File: config.mk
export PLATFORM = sky130hd
export DESIGN_NAME = udm_uart_rx
export DESIGN_NICKNAME = d
export VERILOG_FILES = /design/src/rtl/udm_pkg.sv /design/src/rtl/udm_baud_tick.sv /design/src/rtl/udm_uart_rx.sv
export SDC_FILE = /design/constraint.sdc
export NUM_CORES = 1
export LEC_CHECK = 0
export ABC_AREA = 0
export CAP_MARGIN = 20
export CORE_UTILIZATION = 65
export CTS_BUF_LIST = sky130_fd_sc_hd__clkbuf_8
export DETAILED_ROUTE_END_ITERATION = 7
export DONT_BUFFER_PORTS = 1
export GPL_TIMING_DRIVEN = 0
export PLACE_DENSITY = 0.91
export SLEW_MARGIN = 20
export SYNTH_ARGS = -nofsm -noshare
export SYNTH_HDL_FRONTEND = slang
export SYNTH_SLANG_ARGS = --single-unit
File: constraint.sdc
create_clock -name clk_i -period 2.5 [get_ports clk_i]
set_clock_uncertainty 0.05 [all_clocks]
set_input_delay 0.75 -clock clk_i [delete_from_list [all_inputs] [get_ports clk_i]]
set_output_delay 0.75 -clock clk_i [all_outputs]
set_load 0.02 [all_outputs]
File: src/rtl/udm_pkg.sv
// Shared definitions for the UDM debug controller serial front end.
package udm_pkg;

  // Receiver FSM states
  typedef enum logic [2:0] {
    ST_IDLE,
    ST_START,
    ST_DATA,
    ST_STOP,
    ST_BREAK
  } rx_state_t;

  // Oversampling factor and the majority-vote sample positions within a bit
  localparam int unsigned OVERSAMPLE = 16;
  localparam logic [3:0]  OS_LAST    = 4'(OVERSAMPLE - 1);
  localparam logic [3:0]  SAMPLE_A   = 4'd7;
  localparam logic [3:0]  SAMPLE_B   = 4'd8;
  localparam logic [3:0]  SAMPLE_C   = 4'd9;

  // Protocol bytes interpreted by the downstream controller, not by the receiver
  localparam logic [7:0]  SYNC_BYTE   = 8'h55;
  localparam logic [7:0]  ESCAPE_BYTE = 8'h5A;

  // 2-of-3 majority vote
  function automatic logic maj3(input logic a, input logic b, input logic c);
    return (a & b) | (a & c) | (b & c);
  endfunction

endpackage

File: src/rtl/udm_baud_tick.sv
// Oversample tick generator: one tick every (div_ff+1) clocks while running.
module udm_baud_tick #(
  parameter int unsigned DIV_WIDTH = 16
) (
  input  logic                 clk_i,
  input  logic                 reset_n_i,
  input  logic                 clr_i,
  input  logic                 load_i,
  input  logic [DIV_WIDTH-1:0] baud_div_bi,
  output logic                 os_tick_o
);

  logic [DIV_WIDTH-1:0] div_ff;
  logic [DIV_WIDTH-1:0] div_cnt;
  logic                 cnt_hit;

  assign cnt_hit   = (div_cnt == div_ff);
  // No ticks while held in clear, so the oversample counter stays put
  assign os_tick_o = cnt_hit && !clr_i;

  // Divider snapshot, taken only at the start of a frame
  always_ff @(posedge clk_i or negedge reset_n_i) begin
    if (!reset_n_i) begin
      div_ff <= '0;
    end else if (load_i) begin
      div_ff <= baud_div_bi;
    end
  end

  // Wrapping divider counter with synchronous clear
  always_ff @(posedge clk_i or negedge reset_n_i) begin
    if (!reset_n_i) begin
      div_cnt <= '0;
    end else if (clr_i || cnt_hit) begin
      div_cnt <= '0;
    end else begin
      div_cnt <= div_cnt + DIV_WIDTH'(1);
    end
  end

endmodule

File: src/rtl/udm_uart_rx.sv
// UART receiver: 16x oversampling, 3-sample majority vote, false-start
// rejection and framing-error detection. Feeds the UDM controller rx port.
module udm_uart_rx
  import udm_pkg::*;
#(
  parameter int unsigned DIV_WIDTH = 16
) (
  input  logic                 clk_i,
  input  logic                 reset_n_i,
  input  logic                 rx_i,
  input  logic [DIV_WIDTH-1:0] baud_div_bi,
  output logic                 rx_done_tick_o,
  output logic [7:0]           rx_dout_bo,
  output logic                 frame_err_o,
  output logic                 busy_o
);

  logic      rx_meta;
  logic      rxs;
  rx_state_t state;
  logic [3:0] os_cnt;
  logic [2:0] bit_cnt;
  logic [2:0] smp;
  logic [7:0] shreg;
  logic       os_tick;
  logic       tick_clr;
  logic       tick_load;
  logic       bit_maj;
  logic       stop_maj;

  // Two-flop synchroniser, idle-high
  always_ff @(posedge clk_i or negedge reset_n_i) begin
    if (!reset_n_i) begin
      rx_meta <= 1'b1;
      rxs     <= 1'b1;
    end else begin
      rx_meta <= rx_i;
      rxs     <= rx_meta;
    end
  end

  assign tick_clr  = (state == ST_IDLE) || (state == ST_BREAK);
  assign tick_load = (state == ST_IDLE) && !rxs;

  udm_baud_tick #(
    .DIV_WIDTH (DIV_WIDTH)
  ) u_baud_tick (
    .clk_i       (clk_i),
    .reset_n_i   (reset_n_i),
    .clr_i       (tick_clr),
    .load_i      (tick_load),
    .baud_div_bi (baud_div_bi),
    .os_tick_o   (os_tick)
  );

  // Full-bit decisions use the three stored samples; the stop bit is decided
  // on the third sample tick itself, so the live input stands in for sample C.
  assign bit_maj  = maj3(smp[0], smp[1], smp[2]);
  assign stop_maj = maj3(smp[0], smp[1], rxs);
  assign busy_o   = (state != ST_IDLE);

  // Receive FSM with oversample counting, sampling and registered outputs
  always_ff @(posedge clk_i or negedge reset_n_i) begin
    if (!reset_n_i) begin
      state          <= ST_IDLE;
      os_cnt         <= '0;
      bit_cnt        <= '0;
      smp            <= '0;
      shreg          <= '0;
      rx_dout_bo     <= '0;
      rx_done_tick_o <= 1'b0;
      frame_err_o    <= 1'b0;
    end else begin
      rx_done_tick_o <= 1'b0;
      frame_err_o    <= 1'b0;

      if (os_tick) begin
        os_cnt <= os_cnt + 4'd1;
        if (os_cnt == SAMPLE_A) smp[0] <= rxs;
        if (os_cnt == SAMPLE_B) smp[1] <= rxs;
        if (os_cnt == SAMPLE_C) smp[2] <= rxs;
      end

      case (state)
        ST_IDLE: begin
          if (!rxs) begin
            os_cnt <= '0;
            state  <= ST_START;
          end
        end
        ST_START: begin
          if (os_tick && os_cnt == OS_LAST) begin
            if (bit_maj) begin
              state <= ST_IDLE;
            end else begin
              bit_cnt <= '0;
              state   <= ST_DATA;
            end
          end
        end
        ST_DATA: begin
          if (os_tick && os_cnt == OS_LAST) begin
            shreg   <= {bit_maj, shreg[7:1]};
            bit_cnt <= bit_cnt + 3'd1;
            if (bit_cnt == 3'd7) state <= ST_STOP;
          end
        end
        ST_STOP: begin
          if (os_tick && os_cnt == SAMPLE_C) begin
            if (stop_maj) begin
              rx_dout_bo     <= shreg;
              rx_done_tick_o <= 1'b1;
              state          <= ST_IDLE;
            end else begin
              frame_err_o <= 1'b1;
              state       <= ST_BREAK;
            end
          end
        end
        ST_BREAK: begin
          if (rxs) state <= ST_IDLE;
        end
        default: state <= ST_IDLE;
      endcase
    end
  end

endmodule

==> flow_metrics.tcl <==
set metrics [dict create \
    worstSkewPairLatency_ns 0.34 \
    async_flop_share 1.00 \
    critical_path_class "reg -> reg" \
    max_freq_mhz 426 \
    h-tree-depth 3 \
    wl_mm 6.03 \
    powerDensity_nw_per_um2 673 \
    antenna_cells 0 \
    synth_xor_area_frac 0.0868 \
    slew_viol_final 0 \
    route.detailed.drc 0 \
    die_w_um 70.3 \
    syn_inst 290 \
    clk_path_buf_depth 2 \
    use_met2 0.424 \
    cap_violations 0 \
    avgViaCountPerCell 5.87 \
    synth_edf_count 0 \
    use_met3 0.120 \
    synth.avg_cell_area_um2 10.4 \
    status "completed" \
    tightestPinTransition_ns 0.508 \
    power_uw 2250 \
    power_leakage_uw 0.00162 \
    hold_viol_final 0 \
    yosys.area_share.simple 0.212 \
    dp_cells 342 \
    yosys.area_share.adder 0.0248 \
    initial_core_util 0.686 \
    fillers 304 \
    place_ws_ns 0.0307 \
    cts_tree "yes" \
    worstPathArrival_ns 2.53 \
    fin_tns_setup_ns 0 \
    synth_area_um2 3030 \
    path_buf_inv 1 \
    cts_made_buffers 9 \
    worst_slack_ns 0.155 \
    cp-start-kind "register" \
    clock-sinks 65 \
    synth_ff_type "dfrtp_1" \
    period_share 0.938 \
    crit_fanout 7 \
    grt_max_degree 66 \
    relSlewSlack 0.657 \
    cp.required_ns 2.68 \
    fin_crit_ns 2.35 \
    num_vias 2120 \
    synth_mux_area_frac 0.0810 \
    track_usage 0.269 \
    core_area_um2 4410 \
    synth_nets 315 \
    crit_path_top_delay_cell "dfrtp_1" \
    clk_pin_slew_worst_paths_ns 0.07 \
    setup_viol 0 \
    ff2ff_setup_slack_ns 0.15 \
    synth_compound_area_frac 0.0421 \
    yosysWarnings 0 \
    io_buffers 0 \
    ir_drop_uv 422 \
    max_stage_delay_ns 0.43 \
    ys_seq_elements 65 \
    nets 329 \
    grt_pass1_vias 2067 \
    dp_hpwl_mm 3.90 \
    grt_pass1_wl_mm 9.87 \
    path_cells "xor2_1 -> nor4_2 -> nand4_2 -> buf_4 -> nor4_1 -> mux2_2" \
    antenna_found_initial 0 \
    die_h_um 70.3 \
    final_util 0.759 \
    grt_busiest_layer "met2" \
    avgRoutedWirePerCell_um 16.7 \
    gr-usage-met1 0.333 \
    crit_family "simple AND/OR/NAND/NOR gates" \
    dieArea_um2 4940 \
    endpoint_kind "register" \
    first_pass_iters 4 \
    final_antenna_net_count 0 \
    layout.cells.non_filler 361 \
    cts-root-buf "clkbuf_8" \
    area.growth.synth_to_final_pct 10.7 \
    placementRows 24 \
    overflow 0 \
    place_congestion 0.893 \
    io_pins 30 \
    synth_top_family_by_area "simple AND/OR/NAND/NOR gates" \
    seq_area_frac_synth 0.538 \
    drive_gt1_frac 0.159 \
    synth_cell_types 40 \
    hold_path_class "in -> async" \
    drt-initial-drc-count 174 \
]
## Yosys cell counts, types with 2 or more instances
cell	instances	area share
nor3b_1	3	0.0074
nand3_1	7	0.012
nor4_1	6	0.012
xor2_1	23	0.067
dfrtp_1	63	0.52
xnor2_1	7	0.020
inv_1	4	0.0050
and3_1	5	0.010
o31ai_1	2	0.0050
nand2_1	62	0.077
dfstp_2	2	0.017
o21ai_0	5	0.0083
mux2_2	20	0.074
and2_1	2	0.0041
a21oi_1	4	0.0066
mux2i_1	2	0.0066
nand4_1	2	0.0041
nor2_1	27	0.033
nand2b_1	6	0.012
nor2_2	2	0.0041
ha_1	6	0.025
or2_2	2	0.0041
nand3b_1	2	0.0050
nor3_1	3	0.0050
clkbuf_1	8	0.0099
## state kept, by name (all words and copies together), names as in the netlist, 3 cells and up
| signal | count |
|---|---|
| os_cnt | 4 |
| u_baud_tick.div_cnt | 16 |
| rx_dout_bo | 8 |
| smp | 3 |
| u_baud_tick.div_ff | 16 |
| bit_cnt | 3 |
| shreg | 8 |
| state | 3 |
## cell families after synthesis
| kind of cell | count (synthesis) |
|---|---|
| simple gates | 136 |
| flops | 65 |
| xor+xnor | 30 |
| mux | 22 |
| compound gates | 19 |
| buf+inv | 12 |
| fa+ha+maj | 6 |
## layer usage
metal  part of all wire  wire [um]  vias to the layer above
met1               0.44       2650                     1028
li1                   -          -                     1014
met5                  0          0                        -
met3              0.056        340                       12
met2               0.49       2930                       66
met4              0.019        113                        0
## through the flow
stage                     area [um2]  hold WS, ns
after detailed placement        3090        0.299
after CTS                       3320       0.0323
final                           3350       0.0450
after floorplan                 3030        0.295
after global routing            3350       0.0128
after global placement          3090        0.297
## worst paths after layout
| kind | start | end | cells past startpoint |
|---|---|---|---|
| worst max register to register | u_baud_tick.div_cnt[8]$_DFF_PN0_ | smp[0]$_DFFE_PN0P_ | 6 |
| worst min register to register | rx_meta$_DFF_PN1_ | rxs$_DFF_PN1_ | 0 |
| worst max-delay path | u_baud_tick.div_cnt[8]$_DFF_PN0_ | smp[0]$_DFFE_PN0P_ | 6 |
| worst min-delay path | reset_n_i | u_baud_tick.div_cnt[15]$_DFF_PN0_ | 0 |
| max in group asynchronous | reset_n_i | rx_meta$_DFF_PN1_ | 0 |
| min in group clk_i | rx_meta$_DFF_PN1_ | rxs$_DFF_PN1_ | 0 |
## area by class of cell
type                       instances  area, um2  share of cell area
buffer                             8       30.0             0.00896
clock buffer                      10        138              0.0411
clock inverter                     6       90.1              0.0269
inverter                           4       15.0             0.00448
multi-input combinational        213       1360               0.406
sequential                        65       1630               0.486
tap                               52       65.1              0.0194
timing repair buffer               3       22.5             0.00672
## what timing repair did
item                                    CTS  global route
hold buffers                              0             0
endpoints found under the setup margin    0            29
setup buffers                             0             3
gates resized for setup                   0             2
## power breakdown
group	switching [uW]	internal [uW]	leakage (uW)	total, uW
Clock	415	591	0.000113	1010
Sequential	60.0	1100	0.000851	1160
Combinational	44.7	46.7	0.000656	91.4
## cell usage in the layout (no fill, tap or decap), drive strengths merged, types with 6 or more instances in the layout
cell type | synthesis | layout
clkbuf | 8 | 18
nand3 | 7 | 7
nand2b | 6 | 6
ha | 6 | 6
mux2 | 20 | 20
nand2 | 62 | 62
xor2 | 23 | 23
nor4 | 6 | 6
dfrtp | 63 | 63
xnor2 | 7 | 7
nor2 | 29 | 29
Note: power is estimated with default switching activity, not from simulation.
